<file path="src/rtl/rmc_row_streamer.sv">
// Row streamer: captures the calculator's packed result row on a rising DONE,
// requantizes each element (round-half-up shift + signed saturation) and streams it over valid/ready.
module rmc_row_streamer #(
    parameter int NUM_ELEM  = 8,
    parameter int IN_WIDTH  = 8,
    parameter int OUT_WIDTH = 8,
    parameter int SHIFT     = 0,
    localparam int IDX_W    = (NUM_ELEM > 1) ? $clog2(NUM_ELEM) : 1
) (
    input  logic                          CLK,
    input  logic                          n_rst,
    input  logic                          DONE_IN,
    input  logic [NUM_ELEM*IN_WIDTH-1:0]  VEC_IN,
    input  logic                          OUT_READY,
    output logic                          OUT_VALID,
    output logic signed [OUT_WIDTH-1:0]   OUT_DATA,
    output logic [IDX_W-1:0]              OUT_IDX,
    output logic                          OUT_LAST,
    output logic                          BUSY,
    output logic                          OVF
);

    // Handshake: a beat transfers on any rising CLK where OUT_VALID & OUT_READY;
    // while OUT_VALID & ~OUT_READY the beat (DATA/IDX/LAST) is held unchanged.

    localparam int RSH = (SHIFT > 0) ? SHIFT - 1 : 0;
    localparam logic signed [IN_WIDTH:0] RND =
        (SHIFT > 0) ? ((IN_WIDTH+1)'(1) << RSH) : '0;
    localparam logic signed [IN_WIDTH:0] SAT_MAX =
        {{(IN_WIDTH-OUT_WIDTH+2){1'b0}}, {(OUT_WIDTH-1){1'b1}}};
    localparam logic signed [IN_WIDTH:0] SAT_MIN = ~SAT_MAX;

    typedef enum logic {S_IDLE, S_STREAM} state_t;

    state_t                         r_state;
    logic                           r_done_d;
    logic [NUM_ELEM*IN_WIDTH-1:0]   r_row;
    logic                           r_valid;
    logic signed [OUT_WIDTH-1:0]    r_data;
    logic [IDX_W-1:0]               r_idx;
    logic                           r_last;
    logic                           r_busy;
    logic                           r_ovf;

    logic                           w_cap_req;
    logic                           w_xfer;
    logic [IDX_W-1:0]               w_nxt_idx;
    logic signed [IN_WIDTH-1:0]     w_elem [NUM_ELEM];
    logic signed [IN_WIDTH-1:0]     w_in_elem0;

    // Extra headroom bit keeps the rounding add from wrapping before the shift.
    function automatic logic signed [OUT_WIDTH-1:0] rq(input logic signed [IN_WIDTH-1:0] x);
        logic signed [IN_WIDTH:0] ext;
        logic signed [IN_WIDTH:0] s;
        ext = (IN_WIDTH+1)'(x) + RND;
        s   = ext >>> SHIFT;
        if (s > SAT_MAX)      rq = SAT_MAX[OUT_WIDTH-1:0];
        else if (s < SAT_MIN) rq = SAT_MIN[OUT_WIDTH-1:0];
        else                  rq = s[OUT_WIDTH-1:0];
    endfunction

    for (genvar k = 0; k < NUM_ELEM; k++) begin : g_elem
        assign w_elem[k] = r_row[IN_WIDTH*k +: IN_WIDTH];
    end

    assign w_in_elem0 = VEC_IN[IN_WIDTH-1:0];
    assign w_cap_req  = DONE_IN & ~r_done_d;
    assign w_xfer     = r_valid & OUT_READY;
    assign w_nxt_idx  = r_idx + IDX_W'(1);

    always_ff @(posedge CLK) begin
        if (n_rst) begin
            r_state  <= S_IDLE;
            r_done_d <= 1'b1;
            r_row    <= '0;
            r_valid  <= 1'b0;
            r_data   <= '0;
            r_idx    <= '0;
            r_last   <= 1'b0;
            r_busy   <= 1'b0;
            r_ovf    <= 1'b0;
        end else begin
            r_done_d <= DONE_IN;
            case (r_state)
                S_IDLE: begin
                    if (w_cap_req) begin
                        r_row   <= VEC_IN;
                        r_data  <= rq(w_in_elem0);
                        r_idx   <= '0;
                        r_last  <= (NUM_ELEM == 1);
                        r_valid <= 1'b1;
                        r_busy  <= 1'b1;
                        r_state <= S_STREAM;
                    end
                end
                S_STREAM: begin
                    if (w_xfer && !r_last) begin
                        r_data <= rq(w_elem[w_nxt_idx]);
                        r_idx  <= w_nxt_idx;
                        r_last <= (w_nxt_idx == IDX_W'(NUM_ELEM - 1));
                    end else if (w_xfer && r_last) begin
                        if (w_cap_req) begin
                            // Back-to-back row: restart at element 0 with no bubble.
                            r_row  <= VEC_IN;
                            r_data <= rq(w_in_elem0);
                            r_idx  <= '0;
                            r_last <= (NUM_ELEM == 1);
                        end else begin
                            r_valid <= 1'b0;
                            r_busy  <= 1'b0;
                            r_last  <= 1'b0;
                            r_state <= S_IDLE;
                        end
                    end
                    if (w_cap_req && !(w_xfer && r_last)) begin
                        r_ovf <= 1'b1;
                    end
                end
                default: r_state <= S_IDLE;
            endcase
        end
    end

    assign OUT_VALID = r_valid;
    assign OUT_DATA  = r_data;
    assign OUT_IDX   = r_idx;
    assign OUT_LAST  = r_last;
    assign BUSY      = r_busy;
    assign OVF       = r_ovf;

endmodule

</file>
<file path="config.mk">
export PLATFORM = sky130hd
export DESIGN_NAME = rmc_row_streamer
export DESIGN_NICKNAME = d
export VERILOG_FILES = /design/src/rtl/rmc_row_streamer.sv
export SDC_FILE = /design/constraint.sdc
export NUM_CORES = 1
export LEC_CHECK = 0
export ABC_CLOCK_PERIOD_IN_PS = 3150
export CORE_ASPECT_RATIO = 1.5
export CORE_UTILIZATION = 30
export CTS_CLUSTER_DIAMETER = 80
export DETAILED_ROUTE_END_ITERATION = 8
export PLACE_DENSITY = 0.51
export SLEW_MARGIN = 15
export SYNTH_ARGS = -nofsm -noshare
export SYNTH_HDL_FRONTEND = slang
export SYNTH_SLANG_ARGS = --single-unit
</file>
<file path="constraint.sdc">
create_clock -name CLK -period 3.15 [get_ports CLK]
set_input_delay 0.7875 -clock CLK [delete_from_list [all_inputs] [get_ports CLK]]
set_output_delay 0.7875 -clock CLK [all_outputs]
set_load 0.05 [all_outputs]
</file>
==> results of run 1 <==
==> power groups by stage <==
stage / Combinational [mW] / Clock (mW) / Sequential [mW]
floorplan: 0.104 / 0 / 1.13
global placement: 0.283 / 0 / 1.10
detailed placement: 0.284 / 0 / 1.10
CTS: 0.286 / 1.15 / 1.08
global route: 0.307 / 1.19 / 1.08
finish: 0.283 / 1.12 / 1.08
==> synthesized netlist by cell type, types with 2 or more instances <==
master,count
nand2_1,131
dfxtp_1,80
a21oi_1,71
clkbuf_1,22
mux4_2,16
nor2_1,14
o221ai_1,8
o22ai_1,8
inv_1,4
ha_1,3
buf_1,2
buf_2,2
o21ai_0,2
==> how the worst max path moves through the flow <==
stage	end	startpoint	slack, ns	depth (start not counted)
floorplan	OUT_DATA[3]$_SDFFE_PP0P_	OUT_IDX[0]$_SDFFE_PP0P_	0.07	9
global placement	OUT_DATA[3]$_SDFFE_PP0P_	DONE_IN	0.55	6
detailed placement	r_row[27]$_SDFFE_PP0P_	OUT_READY	0.53	6
CTS	OUT_VALID	BUSY$_SDFFE_PP0P_	0.74	1
global route	BUSY	BUSY$_SDFFE_PP0P_	0.69	1
finish	OUT_VALID	BUSY$_SDFFE_PP0P_	0.75	1
==> cells by family (layout without fill, tap and decap cells) <==
family                     count (synthesis)  after routing
adders and majority gates                  3              3
xor gates and xnor gates                   1              1
DFF                                       80             80
buffers and inverters                     32            114
muxes                                     16             16
and+or+nand+nor                          154            154
AOI/OAI and AO/OA                         94             94
==> worst register-to-register path, cell delays in order (launching register included) <==
cell and delay [ns]:
dfxtp_1 0.33, inv_1 0.05, ha_1 0.68, mux4_2 0.59, o22ai_1 0.25, nor2_1 0.07
==> state kept, by name, indices dropped and copies added (netlist names) <==
register and cells:
r_row 64, OUT_IDX 3, OVF 1, OUT_LAST 1, BUSY 1, r_state 1, OUT_DATA 8, r_done_d 1
==> per-layer routing <==
metal	track usage (%)	vias up	share of wire, %
met5	0	-	0
met4	6.750	0	1.6
met3	4.364	10	5.9
met2	31.43	76	52
met1	18.70	1349	40
li1	-	1455	-
==> per-stage QoR <==
stage | power (mW) | hold slack (ns) | std cells | setup slack [ns] | area (µm²)
after floorplan | 1.232 | 0.4331 | 380 | 0.06757 | 3276
after global placement | 1.380 | 0.4388 | 590 | 0.5529 | 4284
after detailed placement | 1.383 | 0.4467 | 590 | 0.5289 | 4284
after CTS | 2.511 | 0.4548 | 606 | 0.7353 | 4607
after global routing | 2.580 | 0.4666 | 606 | 0.6883 | 4607
final | 2.474 | 0.4535 | 606 | 0.7526 | 4607
==> cell type report <==
cell class              count  area [µm²]
flip-flops and latches     80        1602
clock buffers              11       242.7
fillers                  1109        5983
repair buffers             94       928.4
multi-input cells         268        1559
inverters                   4       15.01
clock inverters             5       80.08
well taps                 144       180.2
==> impl_metrics.py, run 1 <==
metrics = {
    "grt": {
        "grt_usage_pct": 17.18,
        "gr-total-overflow": 0,
        "antenna_found_initial": 0,
        "grt_pass1_vias": 2867,
        "grt_max_degree": 38,
        "grt_pass1_wl_um": 14440,
    },
    "power": {
        "ir_drop_uv": 338.1,
        "swShare_pct": 22.86,
        "power_density_nw_per_um2": 537.0,
        "p_leak_nw": 1.614,
        "p_sw_mw": 0.5655,
        "clkPwrFrac_pct": 45.1,
        "internal_power_mw": 1.909,
        "seq_power_share_pct": 43.5,
        "p_comb_share_pct": 11.4,
    },
    "logic_synthesis": {
        "yosys.area_share.adder_pct": 1.146,
        "synthSimpleGateAreaFrac_pct": 18.72,
        "async_flop_share_pct": 0,
        "yosysTopAreaCellShare_pct": 48.89,
        "synth_xor_area_share_pct": 0.2674,
        "synth_compound_area_share_pct": 15.89,
        "mappedNetlistArea_um2": 3276,
        "synth_area_leader_cell": "dfxtp_1",
        "yosysWarnings": 0,
        "syn_area_per_cell_um2": 8.620,
        "synthTopCellsByArea": "dfxtp_1 49%, nand2_1 15%, mux4_2 11%, a21oi_1 11%, clkbuf_1 2.5%",
        "synth_top_family_by_area": "simple AND/OR/NAND/NOR gates",
        "synth.area.mux_share_pct": 11.00,
        "synth_edf_count": 0,
        "syn_inst": 380,
        "syn_nets": 451,
        "ys.flop_type": "dfxtp_1",
        "ys_ff_latch": 80,
        "ys_seq_area_share_pct": 48.89,
        "yosysUniqueCellTypes": 30,
    },
    "worst_setup_path": {
        "path_buf_inv": 1,
        "critPathMaxFanout": 7,
        "critical_path_class": "reg -> out",
        "crit_required_ns": 2.36,
        "cp.arrival_ns": 1.61,
        "r2r-end": "OUT_DATA[7]$_SDFFE_PP0P_",
        "r2r-start": "OUT_IDX[0]$_SDFFE_PP0P_",
        "r2r_slack_ns": 1.08,
        "cpLargestDelayFamily": "buffers and inverters",
        "cp-start-kind": "flop",
        "r2r_cells": 5,
        "cp-end-kind": "output pin",
        "critPathMaxStageDelay_ns": 0.84,
        "slowest_stage": "clkdlybuf4s50_1",
        "path_cells": "clkdlybuf4s50_1",
    },
    "clock_network": {
        "ctsHoldBuffers": 0,
        "post_cts_buffers": 0,
        "clkSinkCount": 80,
        "cts_tree": "done",
        "ctsLongestPathBuffers": 2,
        "clockRootBuffer": "clkbuf_16",
        "numCtsBuffers": 9,
        "cts-resized-gates": 0,
        "clk_pin_slew_ns": 0.06,
        "clock_latency_ns": 0.33,
        "ctsHtreeMaxLevel": 3,
    },
    "floorplan": {
        "coreArea_um2": 10590,
        "die_h_um": 130.0,
        "start_util_pct": 30.93,
        "io_pins": 83,
        "die_area_um2": 11350,
        "fp-row-count": 46,
        "dieWidth_um": 87.32,
    },
    "place": {
        "hpwl_um": 6638,
        "gp_congestion": 0.7716,
        "io_buffers": 82,
    },
    "timing": {
        "hold_viol": 0,
        "period_needed_ns": 2.397,
        "grt_setup_unrepaired": "false",
        "fin_worst_skew_ns": 0.007716,
        "setup-tns-final_ns": 0,
        "slew_violations": 0,
        "slew_headroom_pct": 53.01,
        "worstMarginPinSlew_ns": 0.7049,
        "finalSetupViolations": 0,
        "max_freq_ghz": 0.4171,
        "period_share_pct": 76.11,
    },
    "hold_path": {
        "hold_depth": 2,
        "min-delay-start": "r_row[60]$_SDFFE_PP0P_",
        "min_to": "r_row[60]$_SDFFE_PP0P_",
        "hp-class": "reg -> reg",
    },
    "layout": {
        "finish.utilization_pct": 43.50,
        "layout_common_cells": "131 x nand2_1, 80 x dfxtp_1, 80 x clkdlybuf4s50_1",
        "antenna_cells": 0,
        "drive_above_1_share_pct": 10.61,
        "nNetsFinal": 528,
        "area_growth_pct": 40.64,
        "final_common_cell": "nand2_1",
    },
    "route": {
        "wire_per_inst_um": 14.87,
        "ant_nets": 0,
        "via_per_inst": 4.769,
        "vias": 2890,
        "routed_wl_um": 9012,
        "drt-initial-drc-count": 129,
        "post-route-drc-count": 0,
        "drtPass1Iterations": 4,
    },
    "job": {
        "max-cap-violations": 0,
    },
    "status": {
        "outcome": "completed",
    },
}
(Power assumes the default switching activity.)
==> run 2, diff against run 1 <==
- ABC_CLOCK_PERIOD_IN_PS: 3150 -> 2100
- PLACE_DENSITY: 0.51 -> 0.53
- clock period: 3.15 -> 2.1 ns (I/O delays scaled with it)
==> run 2 against run 1 <==
- global-route usage rose by 0.20 points
- non-clock buffer count rose by 5
- power rose by 41%
- die area did not move
- core utilization barely moved
- worst hold slack got worse by 0.0025 ns
- clock-buffer cell count rose by 2
- largest power group is now registers
==> impl_metrics.py, run 2 (synthesis results as in run 1) <==
metrics = {
    "place": {
        "io_buffers": 82,
        "placed_area_um2": 4335,
        "dp_slack_ns": -0.08981,
        "hpwl_um": 6599,
        "gp_congestion": 0.7445,
    },
    "worst_setup_path": {
        "cp.arrival_ns": 1.52,
        "path_cells": "clkdlybuf4s50_1",
        "path_buf_inv": 1,
        "slowest_stage": "clkdlybuf4s50_1",
        "critPathMaxFanout": 2,
        "cpLargestDelayFamily": "buffers and inverters",
        "critical_path_class": "reg -> out",
        "crit_required_ns": 1.57,
        "critPathMaxStageDelay_ns": 0.82,
        "cp-end-kind": "output pin",
        "cp-start-kind": "flop",
    },
    "route": {
        "wire_per_inst_um": 14.80,
        "routed_wl_um": 9030,
        "drtPass1Iterations": 4,
        "vias": 2907,
        "drt-initial-drc-count": 80,
        "post-route-drc-count": 0,
        "ant_nets": 0,
        "via_per_inst": 4.766,
    },
    "grt": {
        "grt_pass1_wl_um": 14700,
        "grt_max_degree": 37,
        "gr-total-overflow": 0,
        "grt_usage_pct": 17.37,
        "grt_pass1_vias": 2993,
        "antenna_found_initial": 0,
    },
    "layout": {
        "design_area_um2": 4609,
        "area_growth_pct": 40.72,
        "antenna_cells": 0,
        "largest_reg_flops": 64,
        "final_common_cell": "nand2_1",
        "largest-register": "r_row",
        "drive_above_1_share_pct": 13.09,
        "layout_common_cells": "131 x nand2_1, 79 x dfxtp_1, 74 x clkdlybuf4s50_1",
        "nNetsFinal": 533,
    },
    "timing": {
        "fin_worst_skew_ns": 0.007626,
        "finalSetupViolations": 0,
        "worstMarginPinSlew_ns": 0.4997,
        "slew_headroom_pct": 66.58,
        "hold_viol": 0,
        "hold_ws_ns": 0.4510,
        "slew_violations": 0,
        "grt_setup_unrepaired": "false",
        "period_needed_ns": 2.046,
        "setup_ws_ns": 0.05426,
        "max_freq_ghz": 0.4888,
        "period_share_pct": 97.42,
    },
    "floorplan": {
        "die_area_um2": 11350,
        "io_pins": 83,
        "fp-row-count": 46,
        "coreArea_um2": 10590,
        "start_util_pct": 30.93,
        "dieWidth_um": 87.32,
        "die_h_um": 130.0,
    },
    "power": {
        "power_density_nw_per_um2": 757.5,
        "p_leak_nw": 1.633,
        "ir_drop_uv": 399.5,
    },
    "clock_network": {
        "ctsHoldBuffers": 0,
        "clk_pin_slew_ns": 0.06,
        "numCtsBuffers": 9,
        "post_cts_buffers": 0,
        "clkSinkCount": 80,
        "ctsHtreeMaxLevel": 3,
        "cts-resized-gates": 0,
        "cts_tree": "done",
        "clock_latency_ns": 0.33,
        "ctsLongestPathBuffers": 2,
        "clockRootBuffer": "clkbuf_16",
    },
    "status": {
        "outcome": "completed",
    },
    "job": {
        "max-cap-violations": 0,
    },
    "hold_path": {
        "hp-class": "reg -> reg",
    },
}
-- run 2: layout make-up --
type                       count  area (µm²)
tap                          144       180.2
timing repair buffer          99       963.4
clock inverter                 2       13.76
sequential                    80        1605
inverter                       4       15.01
multi-input combinational    268        1572
clock buffer                  13       260.3
fill                        1116        5981
-- run 2: worst min-delay path, stage by stage, from the launching register on --
cell	delay, ns
dfxtp_1	0.30
nand2_1	0.05
a21oi_1	0.05
-- run 2: per-layer routing --
layer	GRT usage, %	share of wire, %	routed length (µm)
met1	19.84	42	3796
met4	7.425	2.2	201
met2	30.84	52	4707
met5	0	0	0
met3	3.858	3.6	324
-- run 2: final timing paths --
kind,startpoint,endpoint,slack (ns),depth (start not counted)
max,OUT_DATA[7]$_SDFFE_PP0P_,OUT_DATA[7],0.05,1
min,r_row[41]$_SDFFE_PP0P_,r_row[41]$_SDFFE_PP0P_,0.45,2
max reg2reg,OUT_IDX[0]$_SDFFE_PP0P_,OUT_DATA[7]$_SDFFE_PP0P_,0.29,5
min reg2reg,r_row[41]$_SDFFE_PP0P_,r_row[41]$_SDFFE_PP0P_,0.45,2
-- run 2: where the power goes --
part           switching [mW]  internal [mW]  leakage (nW)
clock                   0.586          0.860         0.132
sequential             0.0381           1.58         0.652
combinational           0.211          0.219         0.849
-- run 2: stage by stage --
step	instances	util (%)	setup TNS (ns)	power, mW
floorplan	380	-	0	1.848
global placement	595	40.94	-0.03267	2.079
detailed placement	595	40.94	-0.2670	2.081
CTS	610	43.53	0	3.538
global route	610	43.53	0	3.645
finish	610	43.53	0	3.491
==> run 3, diff against run 2 <==
- CTS_BUF_LIST: not set -> sky130_fd_sc_hd__clkbuf_4
- PLACE_DENSITY: 0.53 -> 0.6
==> run 3 against run 2 <==
- sequential share of layout area up 0.77 points
- clock skew increased by 0.013 ns
- design area fell by 2.2%
- flip-flop and latch count unchanged
- largest power group unchanged
==> impl_metrics.py, run 3 (synthesis results as in run 1) <==
metrics = {
    "timing": {
        "hold_viol": 0,
        "slew_violations": 0,
        "period_needed_ns": 1.870,
        "setup-tns-final_ns": 0,
        "slew_headroom_pct": 65.14,
        "worstMarginPinSlew_ns": 0.5229,
        "grt_setup_unrepaired": "false",
        "setup_ws_ns": 0.2301,
        "hold_ws_ns": 0.4584,
        "period_share_pct": 89.04,
        "finalSetupViolations": 0,
        "fin_worst_skew_ns": 0.02051,
        "max_freq_ghz": 0.5348,
    },
    "clock_network": {
        "post_cts_buffers": 0,
        "clk_pin_slew_ns": 0.12,
        "clkSinkCount": 80,
        "numCtsBuffers": 9,
        "ctsLongestPathBuffers": 2,
        "ctsHtreeMaxLevel": 3,
        "clock_latency_ns": 0.42,
        "ctsHoldBuffers": 0,
        "cts_tree": "done",
        "clockRootBuffer": "clkbuf_4",
    },
    "place": {
        "dp.cells": 601,
        "gp_congestion": 0.8237,
        "io_buffers": 82,
        "dp_slack_ns": -0.08009,
        "hpwl_um": 6561,
        "placed_area_um2": 4410,
    },
    "layout": {
        "nFillCells": 1095,
        "largest_reg_flops": 64,
        "design_area_um2": 4509,
        "largest-register": "r_row",
        "area_growth_pct": 37.66,
        "finish.utilization_pct": 42.58,
        "layout_common_cells": "131 x nand2_1, 79 x dfxtp_1, 71 x a21oi_1",
        "final_common_cell": "nand2_1",
        "nNetsFinal": 539,
        "fin_cells": 618,
        "drive_above_1_share_pct": 14.59,
    },
    "hold_path": {
        "hp-class": "reg -> reg",
    },
    "route": {
        "post-route-drc-count": 0,
        "ant_nets": 0,
        "via_per_inst": 4.761,
        "vias": 2942,
        "routed_wl_um": 8835,
        "drt-initial-drc-count": 182,
        "wire_per_inst_um": 14.30,
        "drtPass1Iterations": 4,
    },
    "worst_setup_path": {
        "crit_required_ns": 1.57,
        "cp.arrival_ns": 1.34,
        "path_buf_inv": 1,
        "critPathMaxStageDelay_ns": 0.54,
        "critical_path_class": "reg -> out",
        "cpLargestDelayFamily": "buffers and inverters",
        "cp-start-kind": "flop",
        "slowest_stage": "dlygate4sd2_1",
        "cp-end-kind": "output pin",
        "path_cells": "dlygate4sd2_1",
        "critPathMaxFanout": 2,
    },
    "power": {
        "finalPower_mw": 2.790,
        "p_sw_mw": 0.7520,
        "ir_drop_uv": 276.7,
        "p_leak_nw": 1.627,
        "internal_power_mw": 2.038,
        "power_density_nw_per_um2": 618.7,
        "p_comb_share_pct": 15.7,
        "seq_power_share_pct": 57.7,
        "clkPwrFrac_pct": 26.6,
        "swShare_pct": 26.95,
    },
    "status": {
        "outcome": "completed",
    },
    "floorplan": {
        "coreArea_um2": 10590,
        "fp-row-count": 46,
        "start_util_pct": 30.93,
        "die_area_um2": 11350,
        "die_h_um": 130.0,
        "io_pins": 83,
        "dieWidth_um": 87.32,
    },
    "grt": {
        "grt_max_degree": 51,
        "antenna_found_initial": 1,
        "grt_pass1_vias": 2882,
        "grt_pass1_wl_um": 14120,
        "grt_usage_pct": 16.52,
        "gr-total-overflow": 0,
    },
    "job": {
        "max-cap-violations": 0,
    },
}
==> run 3: changes by cell type in the layout (fill, tap and decap cells not counted), sizes merged <==
cell	change
buf	+9
clkbuf	-3
clkdlybuf4s50	-8
clkinv	+5
diode	+1
dlygate4sd2	+5
inv	-1
==> run 3: final timing paths <==
path                                               start                       end  slack [ns]  depth (start not counted)
worst max-delay path            OUT_DATA[0]$_SDFFE_PP0P_               OUT_DATA[0]        0.23                          1
worst min-delay path              r_row[29]$_SDFFE_PP0P_    r_row[29]$_SDFFE_PP0P_        0.46                          2
worst max register to register   OUT_IDX[0]$_SDFFE_PP0P_  OUT_DATA[2]$_SDFFE_PP0P_        0.32                          6
worst min register to register    r_row[29]$_SDFFE_PP0P_    r_row[29]$_SDFFE_PP0P_        0.46                          2
==> run 3: area by class of cell <==
| type | count | area (µm²) | share of cell area [%] |
|---|---|---|---|
| Sequential cell | 80 | 1605 | 35.60 |
| Multi-Input combinational cell | 268 | 1572 | 34.85 |
| Timing Repair Buffer | 105 | 1032 | 22.89 |
| Tap cell | 144 | 180.2 | 3.996 |
| Clock buffer | 10 | 75.07 | 1.665 |
| Clock inverter | 6 | 27.53 | 0.6104 |
| Inverter | 4 | 15.01 | 0.3330 |
| Antenna cell | 1 | 2.502 | 0.05549 |
==> run 3: power by group through the flow <==
stage	Combinational [mW]	Sequential [mW]	Clock [mW]
after CTS	0.442	1.61	0.766
after global routing	0.471	1.62	0.844
after detailed placement	0.444	1.65	0
after floorplan	0.158	1.69	0
after global placement	0.441	1.64	0
final	0.438	1.61	0.741
==> run 3: what timing repair did <==
action | in CTS | in global routing
gates resized for setup | 5 | 0
endpoints found under the hold margin | 0 | 0
setup endpoints to repair | 5 | 0
==> run 3: metal layers <==
metal	up-vias	global-route usage, %	share of wire [%]
met1	1365	19.63	42
met4	0	7.811	1.6
met5	-	0	0
li1	1480	-	-
met3	10	2.530	4.7
met2	87	28.91	52
